$ cat src/rtl/tlp_eth_framer.sv
// tlp_eth_framer: pops captured PCIe TLPs from a first-word-fall-through FIFO and emits each one
// as an Ethernet/IPv4/UDP/NetTLP frame on a 64-bit AXI-stream toward the 10G MAC.
//
// Ports:
//   eth_clk, eth_rst            clock, synchronous active-high reset
//   fifo_tdata/tkeep/tlast      FWFT head entry (byte n at bits [8n+7:8n])
//   fifo_len, fifo_tag          TLP byte length and tag, valid on the first beat only
//   fifo_empty, fifo_rd_en      FIFO status / pop strobe
//   cfg_*_mac, cfg_*_ip         addressing, sampled when a frame starts
//   m_tdata/tkeep/tlast/tvalid  frame stream, m_tready from the MAC
//   pkt_cnt, drop_cnt, err_len_cnt  frames sent, entries dropped, length mismatches
module tlp_eth_framer #(
  parameter logic [15:0] UDP_PORT_BASE = 16'h3000,
  parameter logic [7:0]  IP_TTL        = 8'd64,
  parameter logic [11:0] MAX_TLP_LEN   = 12'd528
) (
  input  logic        eth_clk,
  input  logic        eth_rst,
  input  logic [63:0] fifo_tdata,
  input  logic [7:0]  fifo_tkeep,
  input  logic        fifo_tlast,
  input  logic [11:0] fifo_len,
  input  logic [7:0]  fifo_tag,
  input  logic        fifo_empty,
  output logic        fifo_rd_en,
  input  logic [47:0] cfg_src_mac,
  input  logic [47:0] cfg_dst_mac,
  input  logic [31:0] cfg_src_ip,
  input  logic [31:0] cfg_dst_ip,
  output logic [63:0] m_tdata,
  output logic [7:0]  m_tkeep,
  output logic        m_tlast,
  output logic        m_tvalid,
  input  logic        m_tready,
  output logic [31:0] pkt_cnt,
  output logic [15:0] drop_cnt,
  output logic [15:0] err_len_cnt
);

  typedef enum logic [2:0] {StIdle, StDrop, StCsum1, StCsum2, StHdr, StPayload} state_e;

  state_e      state_q, state_d;
  logic [2:0]  beat_q;
  logic [11:0] len_q;
  logic [3:0]  tag_q;
  logic [47:0] src_mac_q, dst_mac_q;
  logic [31:0] src_ip_q, dst_ip_q;
  logic [31:0] tstamp_q, tstamp_lat_q;
  logic [15:0] seq_q;
  logic [19:0] csum_acc_q;
  logic [15:0] csum_q;
  logic [15:0] byte_acc_q;
  logic [31:0] pkt_cnt_q;
  logic [15:0] drop_cnt_q, err_len_cnt_q;

  // Only the low tag nibble selects the UDP port.
  logic unused_tag;
  assign unused_tag = ^fifo_tag[7:4];

  logic [15:0] total_len, udp_len, udp_port;
  assign total_len = 16'd34 + {4'b0, len_q};
  assign udp_len   = 16'd14 + {4'b0, len_q};
  assign udp_port  = UDP_PORT_BASE + {12'b0, tag_q};

  logic [19:0] csum_sum;
  assign csum_sum = 20'h04500 + {4'b0, total_len} + {4'b0, seq_q} + 20'h04000
                  + {4'b0, IP_TTL, 8'h11} + {4'b0, src_ip_q[31:16]} + {4'b0, src_ip_q[15:0]}
                  + {4'b0, dst_ip_q[31:16]} + {4'b0, dst_ip_q[15:0]};

  // Two folds: the second cannot carry again.
  logic [16:0] fold1;
  logic [15:0] fold2;
  assign fold1 = {1'b0, csum_acc_q[15:0]} + {13'b0, csum_acc_q[19:16]};
  assign fold2 = fold1[15:0] + {15'b0, fold1[16]};

  // Header in wire order, wire byte 0 in the top byte.
  logic [383:0] hdr_be;
  assign hdr_be = {dst_mac_q, src_mac_q, 16'h0800,
                   8'h45, 8'h00, total_len, seq_q, 16'h4000, IP_TTL, 8'h11, csum_q,
                   src_ip_q, dst_ip_q,
                   udp_port, udp_port, udp_len, 16'h0000,
                   seq_q, tstamp_lat_q};

  logic [63:0] hdr_beat [6];
  always_comb begin
    for (int b = 0; b < 6; b++) begin
      hdr_beat[b] = '0;
      for (int n = 0; n < 8; n++) begin
        hdr_beat[b][8*n +: 8] = hdr_be[383 - 8*(8*b + n) -: 8];
      end
    end
  end

  logic [3:0] keep_cnt;
  always_comb begin
    keep_cnt = '0;
    for (int i = 0; i < 8; i++) keep_cnt = keep_cnt + {3'b0, fifo_tkeep[i]};
  end

  logic len_bad;
  assign len_bad = (fifo_len == 12'd0) || (fifo_len > MAX_TLP_LEN);

  always_comb begin
    state_d    = state_q;
    m_tvalid   = 1'b0;
    m_tdata    = '0;
    m_tkeep    = '0;
    m_tlast    = 1'b0;
    fifo_rd_en = 1'b0;
    case (state_q)
      StIdle: begin
        if (!fifo_empty) state_d = len_bad ? StDrop : StCsum1;
      end
      StDrop: begin
        fifo_rd_en = !fifo_empty;
        if (!fifo_empty && fifo_tlast) state_d = StIdle;
      end
      StCsum1: state_d = StCsum2;
      StCsum2: state_d = StHdr;
      StHdr: begin
        m_tvalid = 1'b1;
        m_tdata  = hdr_beat[beat_q];
        m_tkeep  = 8'hFF;
        if (m_tready && beat_q == 3'd5) state_d = StPayload;
      end
      StPayload: begin
        m_tvalid   = !fifo_empty;
        m_tdata    = fifo_tdata;
        m_tkeep    = fifo_tkeep;
        m_tlast    = fifo_tlast;
        fifo_rd_en = !fifo_empty && m_tready;
        if (!fifo_empty && m_tready && fifo_tlast) state_d = StIdle;
      end
      default: state_d = StIdle;
    endcase
  end

  always_ff @(posedge eth_clk) begin
    if (eth_rst) begin
      state_q       <= StIdle;
      beat_q        <= '0;
      len_q         <= '0;
      tag_q         <= '0;
      src_mac_q     <= '0;
      dst_mac_q     <= '0;
      src_ip_q      <= '0;
      dst_ip_q      <= '0;
      tstamp_q      <= '0;
      tstamp_lat_q  <= '0;
      seq_q         <= '0;
      csum_acc_q    <= '0;
      csum_q        <= '0;
      byte_acc_q    <= '0;
      pkt_cnt_q     <= '0;
      drop_cnt_q    <= '0;
      err_len_cnt_q <= '0;
    end else begin
      state_q  <= state_d;
      tstamp_q <= tstamp_q + 32'd1;
      case (state_q)
        StIdle: begin
          beat_q     <= '0;
          byte_acc_q <= '0;
          if (state_d == StCsum1) begin
            len_q        <= fifo_len;
            tag_q        <= fifo_tag[3:0];
            src_mac_q    <= cfg_src_mac;
            dst_mac_q    <= cfg_dst_mac;
            src_ip_q     <= cfg_src_ip;
            dst_ip_q     <= cfg_dst_ip;
            tstamp_lat_q <= tstamp_q;
          end
        end
        StDrop: begin
          if (fifo_rd_en && drop_cnt_q != 16'hFFFF) drop_cnt_q <= drop_cnt_q + 16'd1;
        end
        StCsum1: csum_acc_q <= csum_sum;
        StCsum2: csum_q <= ~fold2;
        StHdr: begin
          if (m_tready) beat_q <= beat_q + 3'd1;
        end
        StPayload: begin
          if (fifo_rd_en) begin
            byte_acc_q <= byte_acc_q + {12'b0, keep_cnt};
            if (fifo_tlast) begin
              pkt_cnt_q <= pkt_cnt_q + 32'd1;
              seq_q     <= seq_q + 16'd1;
              if ((byte_acc_q + {12'b0, keep_cnt}) != {4'b0, len_q} &&
                  err_len_cnt_q != 16'hFFFF) begin
                err_len_cnt_q <= err_len_cnt_q + 16'd1;
              end
            end
          end
        end
        default: ;
      endcase
    end
  end

  assign pkt_cnt     = pkt_cnt_q;
  assign drop_cnt    = drop_cnt_q;
  assign err_len_cnt = err_len_cnt_q;

endmodule

$ cat config.mk
export PLATFORM = sky130hd
export DESIGN_NAME = tlp_eth_framer
export DESIGN_NICKNAME = d
export VERILOG_FILES = /design/src/rtl/tlp_eth_framer.sv
export SDC_FILE = /design/constraint.sdc
export NUM_CORES = 1
export LEC_CHECK = 0
export CAP_MARGIN = 5
export CORE_ASPECT_RATIO = 0.9
export CORE_MARGIN = 4
export CORE_UTILIZATION = 40
export DETAILED_ROUTE_END_ITERATION = 12
export SYNTH_ARGS = -nofsm -noshare
export SYNTH_HDL_FRONTEND = slang
export SYNTH_SLANG_ARGS = --single-unit
$ cat constraint.sdc
create_clock -name eth_clk -period 6.4 [get_ports eth_clk]
set_clock_uncertainty 0.05 [all_clocks]
set_input_delay 0.64 -clock eth_clk [delete_from_list [all_inputs] [get_ports eth_clk]]
set_output_delay 0.64 -clock eth_clk [all_outputs]
set_load 0.01 [all_outputs]
==> impl_metrics.csv <==
group,metric,value,unit
outcome,status,"completed",
floorplan,chipHeight,224,um
floorplan,dieArea,0.0557,mm2
synth,ys.flop_type,"dfxtp_1",
floorplan,core_area,0.0509,mm2
synth,yosysTopAreaCell,"dfxtp_1",
finish,nets,3278,
timing,grt_setup_unrepaired,"false",
timing,relSlewSlack,22.4,%
finish,utilization,52.1,%
synth,synth_top_area_share,36.3,%
clocking,post-cts-setup-buffer-count,0,
floorplan,start_util,40.8,%
drt,ant_nets,0,
drt,vias,19712,
timing,setup_tns,0,ns
global_route,antenna_found_initial,7,
clocking,ctsLongestPathBuffers,3,
clocking,clkTransAtPathRegs,0.06,ns
floorplan,rows,78,
finish,drive_above_1_share,4.88,%
synth,ys_types,70,
clocking,cts_tree,"done",
critical_path,cpPeakStageDelay,0.53,ns
worst_hold_path,hold_class,"flop to flop",
timing,min_period,5.67,ns
clocking,clock-root-buffer,"clkbuf_16",
critical_path,setup.worst_path.class,"flop to flop",
floorplan,ios,396,
timing,drv_slew,0,
critical_path,start_kind,"flop",
timing,whs,0.403,ns
place,gp_congestion,0.915,
critical_path,endpoint_kind,"flop",
timing,fmax,176,MHz
synth,synth-seq-cells,377,
finish,syn_to_final_growth,27.8,%
critical_path,crit_path_cell_trace,"ha_1 > a31oi_1 > nand2b_1 > xnor2_1 > fa_1 > fa_1 > inv_1 > fa_1 > inv_1 > ha_1 > ha_1 > and3_1 > a221oi_1 > o21ai_0 > nand3_1 > a31oi_1 > a211oi_1 > nor4_1",
synth,ys_top_cells_by_area,"dfxtp_1, nand2_1, a21oi_1",
synth,synth_fp_nets,2994,
critical_path,critPathArrivalTime,6.03,ns
critical_path,crit_buf_inv,2,
critical_path,cp.required,6.75,ns
drt,via_per_inst,5.46,
clocking,cts.hold.buffers_added,0,
drt,drt_wl_total,77300,um
clocking,htree_levels,2,
synth,ys_async_sr_fraction,0,%
finish,mostFrequentLayoutCells,"nand2_1, clkdlybuf4s50_1, dfxtp_1",
power,ir_drop,0.000189,V
global_route,grt_usage,26.6,%
clocking,cts_buffers,43,
synth,seq_area_frac_synth,36.3,%
global_route,grt-ovfl-total,0,
synth,synth.avg_cell_area,7.95,um2
drt,avgRoutedWirePerCell,21.4,um
clocking,cts.sinks,377,
place,dp_hpwl,57300,um
finish,fill_cells,4890,
synth,syn_area,0.0208,mm2
drt,dr.pass1.iters,6,
synth,synthCells,2614,
clocking,cts_resized,0,
timing,hold_viol,0,
clocking,clk_latency,0.58,ns
global_route,grt_pass1_vias,18910,
global_route,grt_pass1_wl,115000,um
critical_path,crit_family,"adder cells",
place,numPortBuffers,391,
synth,yosysWarnings,0,
timing,period_share,88.7,%
power,leakagePower,9.42,nW
critical_path,crit_fanout,8,
timing,worst_pin_slew,1.16,ns
drt,drtIter0Drc,1378,
flow_run,maxCapViolCount,0,
critical_path,cp_slowest_cell,"fa_1",
synth,synth_edf_count,0,
timing,setup_viol,0,
power,design_power_total,5.45,mW
global_route,grt_max_degree,207,
power,powerDensity,205,mW/mm2
floorplan,die_width,248,um
drt,drcViolationCount,0,
finish,final_common_cell,"nand2_1",
==> cell usage after synthesis, types with 8 or more instances <==
master	n
nand2_1	580
dfxtp_1	377
a21oi_1	322
nor2_1	194
clkbuf_1	147
inv_1	141
xor2_1	78
o21ai_0	73
fa_1	65
xnor2_1	63
ha_1	58
nand3_1	46
or3_1	41
a22oi_1	36
nor3_1	34
nand4_1	30
and3_1	27
mux2i_1	26
mux4_2	22
a211oi_1	20
a221o_1	19
a22o_1	18
o22ai_1	18
buf_1	15
buf_2	11
nand2b_1	11
nor2b_1	11
and2_1	10
nor4_1	9
a222oi_1	8
==> power breakdown <==
part	switching (mW)	internal [mW]	total [mW]
combinational	0.278	0.266	0.545
clock	1.02	1.47	2.50
sequential	0.0367	2.38	2.41
==> final cells by class <==
cell class,count,area (um2),share of cell area (%)
inverters,141,529,1.99
diodes,4,10.0,0.0377
repair buffers,414,4130,15.5
well taps,680,851,3.20
clock buffers,61,1240,4.69
clock inverters,14,166,0.627
flip-flops and latches,377,7550,28.4
multi-input cells,1921,12100,45.5
==> kinds of logic after synthesis <==
family	Yosys count	share of synthesized area, %
AO/OA/AOI/OAI	577	16.7
multiplexers	52	3.85
flip-flops	377	36.3
XOR/XNOR	141	5.94
AND/OR/NAND/NOR	1028	21.6
adder cells (fa/ha/maj)	123	9.75
buffers and inverters	316	5.82
==> flip-flops by register name, summed over array words and instances, names as in the netlist, 19 cells and up <==
register,flops
pkt_cnt,32
src_mac_q,48
dst_mac_q,48
tstamp_q,32
src_ip_q,32
dst_ip_q,32
csum_acc_q,19
tstamp_lat_q,32
==> worst paths after layout <==
kind,startpoint,to,slack [ns],cells after the start
max reg2reg,len_q[1],csum_acc_q[18],0.73,18
min reg2reg,dst_mac_q[34],dst_mac_q[34],0.40,2
min,dst_mac_q[34],dst_mac_q[34],0.40,2
max,len_q[1],csum_acc_q[18],0.73,18
==> metal layers <==
| metal | GRT usage [%] | wire length [um] | part of all wire, % | up-vias |
|---|---|---|---|---|
| met4 | 8.88 | 2520 | 3.3 | 8 |
| met2 | 42.4 | 34900 | 45 | 709 |
| met5 | 0 | 50 | 0.065 | - |
| met1 | 36.3 | 33600 | 43 | 9450 |
| li1 | - | - | - | 9419 |
| met3 | 5.48 | 6270 | 8.1 | 126 |
==> worst reg2reg max path, cell delays in order (launching register included) <==
cell and delay [ns]:
dfxtp_1 0.51, ha_1 0.26, a31oi_1 0.14, nand2b_1 0.20, xnor2_1 0.47, fa_1 0.53, fa_1 0.50, inv_1 0.06
fa_1 0.53, inv_1 0.04, ha_1 0.28, ha_1 0.34, and3_1 0.18, a221oi_1 0.47, o21ai_0 0.26, nand3_1 0.18
a31oi_1 0.15, a211oi_1 0.29, nor4_1 0.09
==> through the flow <==
stage	instances	cell area, um2	setup WS, ns
2_1_floorplan	2614	20800	1.44
3_3_place_gp	3533	25100	0.456
3_5_place_dp	3533	25100	0.380
4_1_cts	3608	26600	0.713
5_1_grt	3609	26600	0.440
6_report	3612	26600	0.726
Note: power is estimated with default switching activity, not from simulation.
